===== src/rtl/mcpu_bus_pkg.sv =====
// Shared definitions for the MCPU data-side bus: region codes, arbiter FSM
// state encoding and VRAM write-buffer entry sizing.
package mcpu_bus_pkg;

  localparam logic [1:0] REGION_DRAM = 2'b00;
  localparam logic [1:0] REGION_VRAM = 2'b01;

  localparam int unsigned VRAM_AW_DEFAULT = 13;
  // One buffered write is {vram address, 8-bit data}.
  localparam int unsigned FIFO_ENTRY_W = VRAM_AW_DEFAULT + 8;

  typedef enum logic [1:0] {
    StIdle    = 2'd0,
    StRdPend  = 2'd1,
    StRdIssue = 2'd2,
    StRdDone  = 2'd3
  } arb_state_e;

  function automatic int unsigned fifo_entry_w(int unsigned vram_aw);
    return vram_aw + 8;
  endfunction

endpackage


===== src/rtl/mcpu_vram_arbiter_if.sv =====
// Bus bundle around the VRAM arbiter: CPU port, DRAM port, VRAM port and the
// display_on / fifo_level side signals. slave = arbiter, master = system side.
interface mcpu_vram_arbiter_if #(
  parameter int unsigned DATA_WIDTH = 16,
  parameter int unsigned VRAM_AW    = 13,
  parameter int unsigned FIFO_DEPTH = 4
);
  logic                        display_on;
  logic [DATA_WIDTH-1:0]       cpu_addr;
  logic [DATA_WIDTH-1:0]       cpu_wdata;
  logic                        cpu_we;
  logic                        cpu_re;
  logic [DATA_WIDTH-1:0]       cpu_rdata;
  logic                        cpu_wait;
  logic [DATA_WIDTH-3:0]       dram_addr;
  logic                        dram_we;
  logic                        dram_re;
  logic [DATA_WIDTH-1:0]       dram_rdata;
  logic [VRAM_AW-1:0]          vram_addr;
  logic [7:0]                  vram_wdata;
  logic                        vram_we;
  logic                        vram_re;
  logic [7:0]                  vram_rdata;
  logic [$clog2(FIFO_DEPTH):0] fifo_level;

  modport slave (
    input  display_on, cpu_addr, cpu_wdata, cpu_we, cpu_re, dram_rdata, vram_rdata,
    output cpu_rdata, cpu_wait, dram_addr, dram_we, dram_re,
           vram_addr, vram_wdata, vram_we, vram_re, fifo_level
  );

  modport master (
    output display_on, cpu_addr, cpu_wdata, cpu_we, cpu_re, dram_rdata, vram_rdata,
    input  cpu_rdata, cpu_wait, dram_addr, dram_we, dram_re,
           vram_addr, vram_wdata, vram_we, vram_re, fifo_level
  );
endinterface


===== src/rtl/mcpu_sync_fifo.sv =====
// Single-clock FIFO with extra-bit pointers; level = wptr - rptr.
// Push while full and pop while empty are ignored.
module mcpu_sync_fifo #(
  parameter int unsigned WIDTH = 21,
  parameter int unsigned DEPTH = 4
) (
  input  logic                     clk_i,
  input  logic                     rst_i,
  input  logic                     push_i,
  input  logic [WIDTH-1:0]         data_i,
  input  logic                     pop_i,
  output logic [WIDTH-1:0]         data_o,
  output logic                     full_o,
  output logic                     empty_o,
  output logic [$clog2(DEPTH):0]   level_o
);
  localparam int unsigned PtrW = $clog2(DEPTH);

  logic [WIDTH-1:0] mem_q [DEPTH];
  logic [PtrW:0]    wptr_q, rptr_q;
  logic             do_push, do_pop;

  assign do_push = push_i & ~full_o;
  assign do_pop  = pop_i & ~empty_o;

  // Pointer update; reset discards all queued entries.
  always_ff @(posedge clk_i or posedge rst_i) begin
    if (rst_i) begin
      wptr_q <= '0;
      rptr_q <= '0;
    end else begin
      if (do_push) wptr_q <= wptr_q + 1'b1;
      if (do_pop)  rptr_q <= rptr_q + 1'b1;
    end
  end

  // Storage needs no reset; validity is tracked by the pointers.
  always_ff @(posedge clk_i) begin
    if (do_push) mem_q[wptr_q[PtrW-1:0]] <= data_i;
  end

  // Status and head-of-queue outputs.
  always_comb begin
    level_o = wptr_q - rptr_q;
    empty_o = (wptr_q == rptr_q);
    full_o  = (level_o == (PtrW + 1)'(DEPTH));
    data_o  = mem_q[rptr_q[PtrW-1:0]];
  end
endmodule


===== src/rtl/mcpu_vram_arbiter.sv =====
// CPU data-port arbiter between DRAM (zero-wait pass-through) and VRAM
// (buffered writes drained during blanking, stalled reads).
// Optional macro MCPU_VRAM_ARB_STATS_EN adds a saturating stall_cnt output.
module mcpu_vram_arbiter
  import mcpu_bus_pkg::*;
#(
  parameter int unsigned DATA_WIDTH = 16,
  parameter int unsigned FIFO_DEPTH = 4,
  parameter int unsigned VRAM_AW    = 13
) (
  input  logic                 clk,
  input  logic                 reset,
`ifdef MCPU_VRAM_ARB_STATS_EN
  output logic [15:0]          stall_cnt,
`endif
  mcpu_vram_arbiter_if.slave   bus
);
  localparam int unsigned EntryW = fifo_entry_w(VRAM_AW);
  localparam int unsigned LvlW   = $clog2(FIFO_DEPTH) + 1;

  logic [1:0]         region;
  logic               is_dram, is_vram, wr_vram, rd_vram, rd_any;
  logic               push, pop, full, empty;
  logic [LvlW-1:0]    level;
  logic [EntryW-1:0]  head, entry;
  arb_state_e         state_q;
  logic [VRAM_AW-1:0] rd_addr_q;
  logic [7:0]         rdata_q;

  // Region decode; a write always wins over a simultaneous read.
  always_comb begin
    region  = bus.cpu_addr[DATA_WIDTH-1 -: 2];
    is_dram = (region == REGION_DRAM);
    is_vram = (region == REGION_VRAM);
    rd_any  = bus.cpu_re & ~bus.cpu_we;
    wr_vram = bus.cpu_we & is_vram;
    rd_vram = rd_any & is_vram;
    entry   = {bus.cpu_addr[VRAM_AW-1:0], bus.cpu_wdata[7:0]};
    push    = wr_vram & ~full & (state_q == StIdle);
    // Drain keeps running while a read waits for the buffer to empty.
    pop     = ~empty & ~bus.display_on & ((state_q == StIdle) || (state_q == StRdPend));
  end

  mcpu_sync_fifo #(
    .WIDTH (EntryW),
    .DEPTH (FIFO_DEPTH)
  ) u_wr_fifo (
    .clk_i   (clk),
    .rst_i   (reset),
    .push_i  (push),
    .data_i  (entry),
    .pop_i   (pop),
    .data_o  (head),
    .full_o  (full),
    .empty_o (empty),
    .level_o (level)
  );

  // Read FSM: latch address, wait for empty buffer and blanking, issue, return data.
  always_ff @(posedge clk or posedge reset) begin
    if (reset) begin
      state_q   <= StIdle;
      rd_addr_q <= '0;
      rdata_q   <= '0;
    end else begin
      unique case (state_q)
        StIdle: begin
          if (rd_vram) begin
            rd_addr_q <= bus.cpu_addr[VRAM_AW-1:0];
            state_q   <= StRdPend;
          end
        end
        StRdPend: begin
          if (empty && !bus.display_on) state_q <= StRdIssue;
        end
        StRdIssue: state_q <= StRdDone;
        StRdDone: begin
          rdata_q <= bus.vram_rdata;
          state_q <= StIdle;
        end
        default: state_q <= StIdle;
      endcase
    end
  end

  // Bus outputs. In RdDone the fresh VRAM byte is forwarded so the CPU sees it
  // in the same cycle its stall is released; afterwards the captured copy holds.
  always_comb begin
    bus.dram_addr  = bus.cpu_addr[DATA_WIDTH-3:0];
    bus.dram_we    = bus.cpu_we & is_dram;
    bus.dram_re    = rd_any & is_dram;
    bus.vram_we    = pop;
    bus.vram_re    = (state_q == StRdIssue);
    bus.vram_addr  = bus.vram_re ? rd_addr_q : head[EntryW-1:8];
    bus.vram_wdata = head[7:0];
    bus.fifo_level = level;
    bus.cpu_wait   = (wr_vram & full) | ((state_q == StIdle) & rd_vram) |
                     (state_q == StRdPend) | (state_q == StRdIssue);
    if (rd_any && is_dram) begin
      bus.cpu_rdata = bus.dram_rdata;
    end else if (state_q == StRdDone) begin
      bus.cpu_rdata = {{(DATA_WIDTH-8){1'b0}}, bus.vram_rdata};
    end else if (rd_any && !is_vram) begin
      bus.cpu_rdata = '0;
    end else begin
      bus.cpu_rdata = {{(DATA_WIDTH-8){1'b0}}, rdata_q};
    end
  end

`ifdef MCPU_VRAM_ARB_STATS_EN
  logic [15:0] stall_cnt_q;

  // Saturating count of stalled CPU cycles.
  always_ff @(posedge clk or posedge reset) begin
    if (reset) begin
      stall_cnt_q <= '0;
    end else if (bus.cpu_wait && (stall_cnt_q != 16'hFFFF)) begin
      stall_cnt_q <= stall_cnt_q + 16'd1;
    end
  end

  assign stall_cnt = stall_cnt_q;
`endif

endmodule


===== src/flat_wrapper.sv =====
// flat-port wrapper written by rule: the top's interface ports become plain ports
module mcpu_vram_arbiter_flat import mcpu_bus_pkg::*;
#(
  parameter int unsigned DATA_WIDTH = 16,
  parameter int unsigned FIFO_DEPTH = 4,
  parameter int unsigned VRAM_AW    = 13
)
  (clk, reset, bus_display_on, bus_cpu_addr, bus_cpu_wdata, bus_cpu_we, bus_cpu_re, bus_dram_rdata, bus_vram_rdata, bus_cpu_rdata, bus_cpu_wait, bus_dram_addr, bus_dram_we, bus_dram_re, bus_vram_addr, bus_vram_wdata, bus_vram_we, bus_vram_re, bus_fifo_level);
  mcpu_vram_arbiter_if #(.DATA_WIDTH(DATA_WIDTH), .VRAM_AW(VRAM_AW), .FIFO_DEPTH(FIFO_DEPTH)) bus_i ();
  input  logic clk;
  input  logic reset;
  input wire logic [$bits(bus_i.display_on)-1:0] bus_display_on;
  input wire logic [$bits(bus_i.cpu_addr)-1:0] bus_cpu_addr;
  input wire logic [$bits(bus_i.cpu_wdata)-1:0] bus_cpu_wdata;
  input wire logic [$bits(bus_i.cpu_we)-1:0] bus_cpu_we;
  input wire logic [$bits(bus_i.cpu_re)-1:0] bus_cpu_re;
  input wire logic [$bits(bus_i.dram_rdata)-1:0] bus_dram_rdata;
  input wire logic [$bits(bus_i.vram_rdata)-1:0] bus_vram_rdata;
  output wire logic [$bits(bus_i.cpu_rdata)-1:0] bus_cpu_rdata;
  output wire logic [$bits(bus_i.cpu_wait)-1:0] bus_cpu_wait;
  output wire logic [$bits(bus_i.dram_addr)-1:0] bus_dram_addr;
  output wire logic [$bits(bus_i.dram_we)-1:0] bus_dram_we;
  output wire logic [$bits(bus_i.dram_re)-1:0] bus_dram_re;
  output wire logic [$bits(bus_i.vram_addr)-1:0] bus_vram_addr;
  output wire logic [$bits(bus_i.vram_wdata)-1:0] bus_vram_wdata;
  output wire logic [$bits(bus_i.vram_we)-1:0] bus_vram_we;
  output wire logic [$bits(bus_i.vram_re)-1:0] bus_vram_re;
  output wire logic [$bits(bus_i.fifo_level)-1:0] bus_fifo_level;
  assign bus_i.display_on = bus_display_on;
  assign bus_i.cpu_addr = bus_cpu_addr;
  assign bus_i.cpu_wdata = bus_cpu_wdata;
  assign bus_i.cpu_we = bus_cpu_we;
  assign bus_i.cpu_re = bus_cpu_re;
  assign bus_i.dram_rdata = bus_dram_rdata;
  assign bus_i.vram_rdata = bus_vram_rdata;
  assign bus_cpu_rdata = bus_i.cpu_rdata;
  assign bus_cpu_wait = bus_i.cpu_wait;
  assign bus_dram_addr = bus_i.dram_addr;
  assign bus_dram_we = bus_i.dram_we;
  assign bus_dram_re = bus_i.dram_re;
  assign bus_vram_addr = bus_i.vram_addr;
  assign bus_vram_wdata = bus_i.vram_wdata;
  assign bus_vram_we = bus_i.vram_we;
  assign bus_vram_re = bus_i.vram_re;
  assign bus_fifo_level = bus_i.fifo_level;
  mcpu_vram_arbiter #(.DATA_WIDTH(DATA_WIDTH), .FIFO_DEPTH(FIFO_DEPTH), .VRAM_AW(VRAM_AW)) u_core (.clk(clk), .reset(reset), .bus(bus_i));
endmodule

===== config.mk =====
export PLATFORM = sky130hd
export DESIGN_NAME = mcpu_vram_arbiter_flat
export DESIGN_NICKNAME = d
export VERILOG_FILES = /design/src/rtl/mcpu_bus_pkg.sv /design/src/rtl/mcpu_vram_arbiter_if.sv /design/src/rtl/mcpu_sync_fifo.sv /design/src/rtl/mcpu_vram_arbiter.sv /design/src/flat_wrapper.sv
export SDC_FILE = /design/constraint.sdc
export NUM_CORES = 1
export LEC_CHECK = 0
export ABC_AREA = 0
export BUFFER_PORTS_ARGS = -buffer_cell sky130_fd_sc_hd__buf_2
export CAP_MARGIN = 20
export CORE_UTILIZATION = 39
export CTS_CLUSTER_DIAMETER = 200
export DETAILED_ROUTE_END_ITERATION = 7
export REMOVE_ABC_BUFFERS = 1
export SLEW_MARGIN = 40
export SYNTH_ARGS = -nofsm -noshare
export SYNTH_HDL_FRONTEND = slang
export SYNTH_HIERARCHICAL = 1
export SYNTH_SLANG_ARGS = --single-unit

===== constraint.sdc =====
create_clock -name clk -period 3.55 [get_ports clk]
set_input_delay 0.5325 -clock clk [delete_from_list [all_inputs] [get_ports clk]]
set_output_delay 0.5325 -clock clk [all_outputs]
set_load 0.02 [all_outputs]

==> results_dict.tcl, run 1 <==
set metrics [dict create \
    place_ws_ns 0.349 \
    cts_sinks 113 \
    clockBufferDepth 2 \
    drtIter0Drc 131 \
    place_congestion 0.748 \
    cts_tree "done" \
    via_count 2884 \
    die_h_um 115 \
    arrival_ns 3.27 \
    grt_setup_unrepaired "no" \
    syn-cell-area_um2 5020 \
    worst_pin_slew_ns 0.633 \
    syn_area_per_cell_um2 16.3 \
    cts_buffers 17 \
    synth_top_area_share_pct 50.2 \
    die_area_um2 13300 \
    fp.coreArea_um2 12600 \
    gr-total-overflow 0 \
    yosysMostFrequentCell "edfxtp_1" \
    power.density_nw_per_um2 862 \
    r2r_start "u_core/u_wr_fifo/wptr_q[0]" \
    rows 41 \
    ys_types 40 \
    synth_seq_cells 113 \
    stdcell_area_um2 6310 \
    top_layer "met4" \
    total_leakage_power_nw 2.55 \
    ys_warn_count 6 \
    cp.required_ns 3.58 \
    clock_latency_ns 0.41 \
    vias_per_cell 4.77 \
    drv_slew 0 \
    synth_largest_area_cell "edfxtp_1" \
    cts_setup_buffers 0 \
    period_share_pct 91.1 \
    max_cap_viol_count 0 \
    timing.hold.ws_ns 0.0484 \
    cts_root_buffer "clkbuf_16" \
    grt_pass1_wl_um 14800 \
    ctsHoldBuffers 0 \
    final_layout_size_suffix_gt1_share_pct 48.0 \
    wl_met1_um 4220 \
    post_cts_resized 0 \
    min_period_ns 3.24 \
    hold_path_class "in -> async" \
    ios 120 \
    ant_nets 0 \
    dr.pass1.iters 4 \
    track_usage_pct 15.5 \
    startpoint_type "flop" \
    met3WireLength_um 377 \
    placed_cell_area_um2 5700 \
    antennaDiodeCount 0 \
    cp-end-kind "flop" \
    ir_drop_uv 386 \
    h-tree-depth 4 \
    synthTopCellsByArea "edfxtp_1, dfrtp_1, mux4_2, mux2_2, ha_1" \
    synth_edf_count 84 \
    layout.nets 493 \
    setup_ws_ns 0.315 \
    wl_per_cell_um 15.6 \
    numPortBuffers 109 \
    total_power_mw 5.44 \
    drc 0 \
    syn_inst 309 \
    worstSetupPathType "reg -> reg" \
    ys.flop_type "edfxtp_1" \
    place_hpwl_um 6190 \
    routed_wl_um 9440 \
    path_max_fanout 21 \
    skew_ns 0.0137 \
    die_w_um 115 \
    grt_antenna_before_repair 0 \
    max-slew-margin-rel_pct 57.8 \
    met2_length_um 4770 \
    status "finished, final reports clean" \
    area_growth_pct 25.6 \
    start_util_pct 40.0 \
    grt_pass1_vias 2747 \
    synth_common_cells "edfxtp_1, dfrtp_1, mux2_2, mux4_2" \
    synthArstFlopShare_pct 25.7 \
    clk_pin_slew_worst_paths_ns 0.06 \
    setup_viol 0 \
    max_freq_mhz 309 \
    layout.cells.non_filler 605 \
    place_inst 573 \
    finalHoldViolations 0 \
    grt_max_degree 24 \
    synth_seq_area_share_pct 64.7 \
    crit_start "u_core/u_wr_fifo/wptr_q[0]" \
]
==> through the flow <==
step	TNS, ns	utilization, %
floorplan	-10.41	-
global placement	0	45.3
detailed placement	0	45.3
CTS	0	50.2
global route	0	50.2
finish	0	50.2
==> cell families after synthesis <==
kind of cell	after synthesis	synth area share (%)
compound gates	26	3.59
xor+xnor	5	1.17
fa+ha+maj	12	3.14
buf+inv	37	4.36
flops	113	64.7
mux	49	15.7
simple gates	67	7.40
==> final timing paths <==
path	endpoint	slack, ns	depth (start not counted)
worst max-delay path	u_core/u_wr_fifo/mem_q[2][9]	0.31	10
worst min-delay path	u_core/u_wr_fifo/rptr_q[2]	0.05	2
worst max register to register	u_core/u_wr_fifo/mem_q[2][9]	0.31	10
worst min register to register	u_core/rd_addr_q[1]	0.50	1
max in group asynchronous	u_core/rd_addr_q[1]	3.00	2
min in group clk	u_core/u_wr_fifo/mem_q[0][0]	0.34	1
==> routing by layer <==
layer / global-route usage [%] / vias to the layer above
li1: - / 1379
met1: 20.3 / 1438
met2: 23.9 / 63
met3: 5.28 / 4
met4: 5.97 / 0
met5: 0 / -
==> report_power, final <==
part	internal, mW	switching [mW]	leakage (nW)	total [mW]
logic	0.888	1.13	1.14	2.02
clock network	1.11	0.605	0.287	1.71
registers	1.61	0.0937	1.12	1.70
==> layout by cell type, fill, tap and decap left out, drive strengths merged <==
master	instances
buf	117
edfxtp	84
dfrtp	29
mux2	28
mux4	21
clkbuf	17
inv	16
nand2	15
nor2	12
and2	12
ha	11
nor2b	10
nand2b	9
o21ai	9
a31oi	9
clkinvlp	4
clkinv	4
bufinv	3
xnor2	3
a21o	2
nor3b	2
nand4b	1
nand4bb	1
a22oi	1
a2bb2oi	1
or4b	1
nor3	1
a311oi	1
and4b	1
xor2	1
xnor3	1
o22ai	1
a221o	1
nand3	1
or3	1
o211ai	1
fa	1
==> critical path, cell delays in order (launching register included) <==
cell     delay (ns)
dfrtp_1        0.39
inv_1          0.15
ha_1           0.16
inv_1          0.04
fa_1           0.40
xnor3_2        0.29
nor2b_1        0.18
and4b_2        0.32
inv_1          0.07
a31oi_4        0.22
and2_2         0.60
==> flip-flops by register name (all words and copies together) (netlist names) <==
name,flops
u_core/u_wr_fifo/mem_q,84
u_core/rd_addr_q,13
u_core/rdata_q,8
u_core/u_wr_fifo/rptr_q,3
u_core/u_wr_fifo/wptr_q,3
u_core/state_q,2
==> cell type report <==
cell class                 instances  area [µm²]
timing repair buffer             117         631
multi-input combinational        159        1560
sequential                       113        3250
tap                              172         215
clock buffer                      17         425
fill                            1077        6260
clock inverter                    15         183
inverter                          12        45.0
Power figures use the tool's default switching activity.
==> run 2: changes to the inputs <==
--- a/config.mk
+++ b/config.mk
@@ -11,6 +11,7 @@
 export CORE_UTILIZATION = 39
 export CTS_CLUSTER_DIAMETER = 200
 export DETAILED_ROUTE_END_ITERATION = 7
+export GPL_TIMING_DRIVEN = 0
 export REMOVE_ABC_BUFFERS = 1
 export SLEW_MARGIN = 40
 export SYNTH_ARGS = -nofsm -noshare
==> run 2 against run 1 <==
  * Sequential share of layout area up 0.25 points
  * Sequential power up 6%
  * Fmax down 3.5%
  * Critical path type is now reg -> out
  * Combinational power down 4%
  * Register-to-register slack worse by 0.08 ns
  * Critical path depth down 3
==> results_dict.tcl, run 2 (synthesis gave the netlist of run 1 again) <==
set metrics [dict create \
    h-tree-depth 4 \
    area_growth_pct 25.1 \
    total_leakage_power_nw 2.54 \
    wl_per_cell_um 15.4 \
    comb_power_share_pct 35.1 \
    period_share_pct 94.4 \
    antennaDiodeCount 0 \
    place_hpwl_um 5880 \
    grt_pass1_wl_um 14400 \
    max_cap_viol_count 0 \
    skew_ns 0.00842 \
    status "finished, final reports clean" \
    finalHoldViolations 0 \
    pwr-share-seq_pct 33.0 \
    fp.coreArea_um2 12600 \
    setup_viol 0 \
    drv_slew 0 \
    cts_buffers 17 \
    internal_power_mw 3.64 \
    fin_util_pct 50.0 \
    cts_root_buffer "clkbuf_16" \
    vias_per_cell 4.80 \
    switchingPower_mw 1.84 \
    power.density_nw_per_um2 873 \
    clockBufferDepth 2 \
    p_sw_share_pct 33.6 \
    gr-total-overflow 0 \
    ios 120 \
    cts_sinks 113 \
    rows 41 \
    path_max_fanout 24 \
    regArea_um2 3250 \
    drtIter0Drc 131 \
    via_count 2876 \
    min_period_ns 3.35 \
    max_freq_mhz 298 \
    clock_latency_ns 0.40 \
    die_w_um 115 \
    hold_path_class "in -> async" \
    track_usage_pct 14.9 \
    worst_pin_slew_ns 0.623 \
    cp-end-kind "primary output" \
    clk_pin_slew_worst_paths_ns 0.06 \
    numPortBuffers 109 \
    startpoint_type "flop" \
    stdcell_area_um2 6280 \
    final_layout_size_suffix_gt1_share_pct 47.8 \
    layout.nets 487 \
    largest_register_ffs 84 \
    ant_nets 0 \
    cts_tree "done" \
    num-fill-cells 1102 \
    final_cell_mix "buf_2, edfxtp_1, mux2_2" \
    max-slew-margin-rel_pct 58.5 \
    clkPwrFrac_pct 31.9 \
    die_h_um 115 \
    die_area_um2 13300 \
    worstSetupPathType "reg -> out" \
    routed_wl_um 9240 \
    cp.required_ns 3.02 \
    grt_max_degree 25 \
    timing.hold.ws_ns 0.0634 \
    drc 0 \
    placed_cell_area_um2 5630 \
    multi_input_area_um2 1570 \
    ir_drop_uv 414 \
    grt_antenna_before_repair 0 \
    start_util_pct 40.0 \
    arrival_ns 2.82 \
    grt_setup_unrepaired "no" \
    dr.pass1.iters 6 \
    grt_pass1_vias 2753 \
    place_congestion 0.689 \
    mostFrequentLayoutCell "buf_2" \
]
[run 2: routing by layer]
layer,vias to the layer above,wire [µm],track usage [%]
li1,1362,-,-
met1,1449,4110,19.7
met2,61,4760,24.0
met3,4,313,4.18
met4,0,53,4.42
met5,-,0,0
[run 2: repair_timing]
action                                  in CTS  in global routing
hold buffers                                 0                  0
resized for setup                            1                  3
buffers inserted                             0                  1
endpoints found under the setup margin      84                 68
[run 2: area by class of cell]
cell class                 instances  share of cell area, %
tap                              172                   3.42
clock inverter                    15                   3.11
inverter                          12                  0.717
multi-input combinational        159                   24.9
clock buffer                      17                   6.77
timing repair buffer             111                   9.30
sequential                       113                   51.8
[run 2: power groups by stage]
stage / combinational (mW) / clock [mW] / sequential, mW
floorplan: 1.38 / 0 / 1.79
global placement: 1.86 / 0 / 1.86
detailed placement: 1.87 / 0 / 1.87
CTS: 1.88 / 1.78 / 1.85
global route: 2.12 / 1.85 / 1.84
finish: 1.93 / 1.75 / 1.81
[run 2: per-stage QoR]
step | cells | setup TNS (ns) | setup WS [ns] | power (mW)
after floorplan | 284 | -10.41 | -0.292 | 3.17
after global routing | 599 | 0 | 0.00306 | 5.81
after CTS | 598 | -2.32 | -0.0473 | 5.52
after global placement | 565 | -75.63 | -1.21 | 3.72
after detailed placement | 566 | -2.45 | -0.0450 | 3.74
final | 599 | 0 | 0.199 | 5.48
[run 2: worst max-delay path: stages, from the launching register on]
cell and delay (ns):
dfrtp_2 0.77, inv_1 0.18, fa_1 0.48, xnor3_2 0.29, nor2b_1 0.18, a311oi_1 0.26, nand2_1 0.08, buf_2 0.18
[run 2: path summary, 6_finish.rpt]
kind / startpoint / end / slack (ns) / cells past startpoint
worst min register to register: u_core/rd_addr_q[8] / u_core/rd_addr_q[8] / 0.50 / 1
max in group asynchronous: reset / u_core/rd_addr_q[6] / 3.00 / 2
worst max register to register: u_core/u_wr_fifo/rptr_q[1] / u_core/u_wr_fifo/mem_q[1][20] / 0.23 / 8
min in group clk: bus_cpu_wdata[0] / u_core/u_wr_fifo/mem_q[2][0] / 0.34 / 1
worst max-delay path: u_core/u_wr_fifo/rptr_q[1] / bus_cpu_wait / 0.20 / 7
worst min-delay path: reset / u_core/u_wr_fifo/wptr_q[2] / 0.06 / 2
==> run 3: changes to the inputs <==
--- a/config.mk
+++ b/config.mk
@@ -6,12 +6,11 @@
 export NUM_CORES = 1
 export LEC_CHECK = 0
 export ABC_AREA = 0
-export BUFFER_PORTS_ARGS = -buffer_cell sky130_fd_sc_hd__buf_2
+export BUFFER_PORTS_ARGS = -buffer_cell sky130_fd_sc_hd__buf_4
 export CAP_MARGIN = 20
 export CORE_UTILIZATION = 39
 export CTS_CLUSTER_DIAMETER = 200
 export DETAILED_ROUTE_END_ITERATION = 7
-export GPL_TIMING_DRIVEN = 0
 export REMOVE_ABC_BUFFERS = 1
 export SLEW_MARGIN = 40
 export SYNTH_ARGS = -nofsm -noshare
==> run 3 against run 2 <==
  * Total power is 1.4% lower
  * Sequential share of layout area decreased by 1.9 points
  * Cell count increased by 1.2%
  * Clock power decreased by 14%
  * Sequential power shrank 6%
  * Fmax is 5.9% higher
  * Core utilization rose by 1.9 points
  * Critical path type is now reg -> reg
==> results_dict.tcl, run 3 (synthesis gave the netlist of run 1 again) <==
set metrics [dict create \
    ant_nets 0 \
    grt_setup_unrepaired "no" \
    grt_pass1_wl_um 15100 \
    final_layout_size_suffix_gt1_share_pct 46.8 \
    startpoint_type "flop" \
    drtIter0Drc 167 \
    numPortBuffers 109 \
    start_util_pct 40.0 \
    path_max_fanout 11 \
    ctsHoldBuffers 0 \
    finalHoldViolations 0 \
    ios 120 \
    cts_sinks 113 \
    cp.required_ns 3.66 \
    ir_drop_uv 389 \
    place_hpwl_um 6400 \
    hold_path_class "in -> async" \
    power.density_nw_per_um2 829 \
    cpMostUsedCell "inv_1" \
    path_cells "inv_1 -> ha_1 -> inv_1 -> fa_1 -> xnor3_2 -> nor2b_1 -> and4b_2 -> inv_1 -> a31oi_4 -> and2_2 -> buf_12" \
    total_leakage_power_nw 2.61 \
    largest_register_ffs 84 \
    layout.nets 494 \
    skew_ns 0.0106 \
    cts_tree "done" \
    total_power_mw 5.41 \
    grt_max_degree 24 \
    die_area_um2 13300 \
    cts_root_buffer "clkbuf_16" \
    cp_slowest_cell "and2_2" \
    clk_pin_slew_worst_paths_ns 0.05 \
    grt_pass1_vias 2885 \
    cp-end-kind "flop" \
    mostFrequentLayoutCell "buf_4" \
    wl_per_cell_um 16.1 \
    rows 41 \
    gr-total-overflow 0 \
    arrival_ns 3.28 \
    h-tree-depth 4 \
    track_usage_pct 15.7 \
    max_freq_mhz 316 \
    finalSetupTns_ns 0 \
    final_cell_mix "buf_4, edfxtp_1, mux2_2, dfrtp_1, mux4_2" \
    slowest_delay_ns 0.43 \
    worstSetupPathType "reg -> reg" \
    cts_buffers 17 \
    area_growth_pct 29.8 \
    die_w_um 115 \
    setup_viol 0 \
    drv_slew 0 \
    clockBufferDepth 2 \
    routed_wl_um 9780 \
    cts_setup_buffers 0 \
    fp.coreArea_um2 12600 \
    antennaDiodeCount 0 \
    via_count 2927 \
    vias_per_cell 4.83 \
    r2r_slack_ns 0.39 \
    min_period_ns 3.16 \
    post_cts_resized 0 \
    period_share_pct 89.2 \
    clock_latency_ns 0.40 \
    drc 0 \
    die_h_um 115 \
    worst_pin_slew_ns 0.566 \
    place_congestion 0.742 \
    dr.pass1.iters 4 \
    max-slew-margin-rel_pct 62.3 \
    status "finished, final reports clean" \
    max_cap_viol_count 0 \
    grt_antenna_before_repair 0 \
]
## run 3: cell count changes in the layout (fill, tap and decap cells not counted), moves of 4 or more
cell / before / now
buf_2: 109 / 0
and2_4: 4 / 0
clkbuf_1: 0 / 6
clkinv_2: 1 / 7
inv_6: 6 / 0
buf_4: 0 / 115
## run 3: layout make-up
class / instances / area (µm²)
Fill cell: 1058 / 6050
Sequential cell: 113 / 3250
Clock buffer: 24 / 462
Inverter: 12 / 45.0
Tap cell: 172 / 215
Clock inverter: 8 / 65.1
Multi-Input combinational cell: 159 / 1560
Timing Repair Buffer: 118 / 923
## run 3: worst paths after layout
kind	to	startpoint	cells past startpoint
setup reg to reg	u_core/u_wr_fifo/mem_q[2][8]	u_core/u_wr_fifo/wptr_q[0]	11
hold / removal	u_core/u_wr_fifo/rptr_q[2]	reset	2
max in group asynchronous	u_core/rd_addr_q[10]	reset	2
hold reg to reg	u_core/rd_addr_q[3]	u_core/rd_addr_q[3]	1
setup / recovery	u_core/u_wr_fifo/mem_q[2][8]	u_core/u_wr_fifo/wptr_q[0]	11
min in group clk	u_core/u_wr_fifo/mem_q[0][0]	bus_cpu_wdata[0]	1
## run 3: critical path: cells and delay by family (launching register included)
| kind | cells | cell delay, ns |
|---|---|---|
| buffers and inverters | 4 | 0.47 |
| AOI/OAI and AO/OA | 1 | 0.21 |
| DFF | 1 | 0.40 |
| adders and majority gates | 2 | 0.58 |
| xor gates and xnor gates | 1 | 0.29 |
| and+or+nand+nor | 3 | 0.93 |
## run 3: power breakdown
part	total, mW	internal, mW	switching, mW
clock network	1.50	0.968	0.533
registers	1.70	1.61	0.0914
logic	2.20	1.06	1.14
## run 3: per-layer routing
metal / routed length [µm] / GRT usage (%) / vias to the layer above
li1: - / - / 1377
met1: 4200 / 19.9 / 1483
met2: 5120 / 25.6 / 57
met3: 318 / 3.66 / 10
met4: 139 / 7.79 / 0
met5: 0 / 0 / -
## run 3: per-stage QoR
stage / setup WS, ns / util (%) / instance area, µm² / cells / hold slack (ns)
4_1_cts: 0.367 / 51.9 / 6520 / 606 / 0.0686
6_report: 0.385 / 51.9 / 6520 / 606 / 0.0739
2_1_floorplan: -0.292 / - / 4850 / 284 / 0.323
3_5_place_dp: 0.396 / 47.7 / 5990 / 574 / 0.487
3_3_place_gp: 0.445 / 47.7 / 5990 / 574 / 0.482
5_1_grt: 0.204 / 51.9 / 6520 / 606 / 0.0850
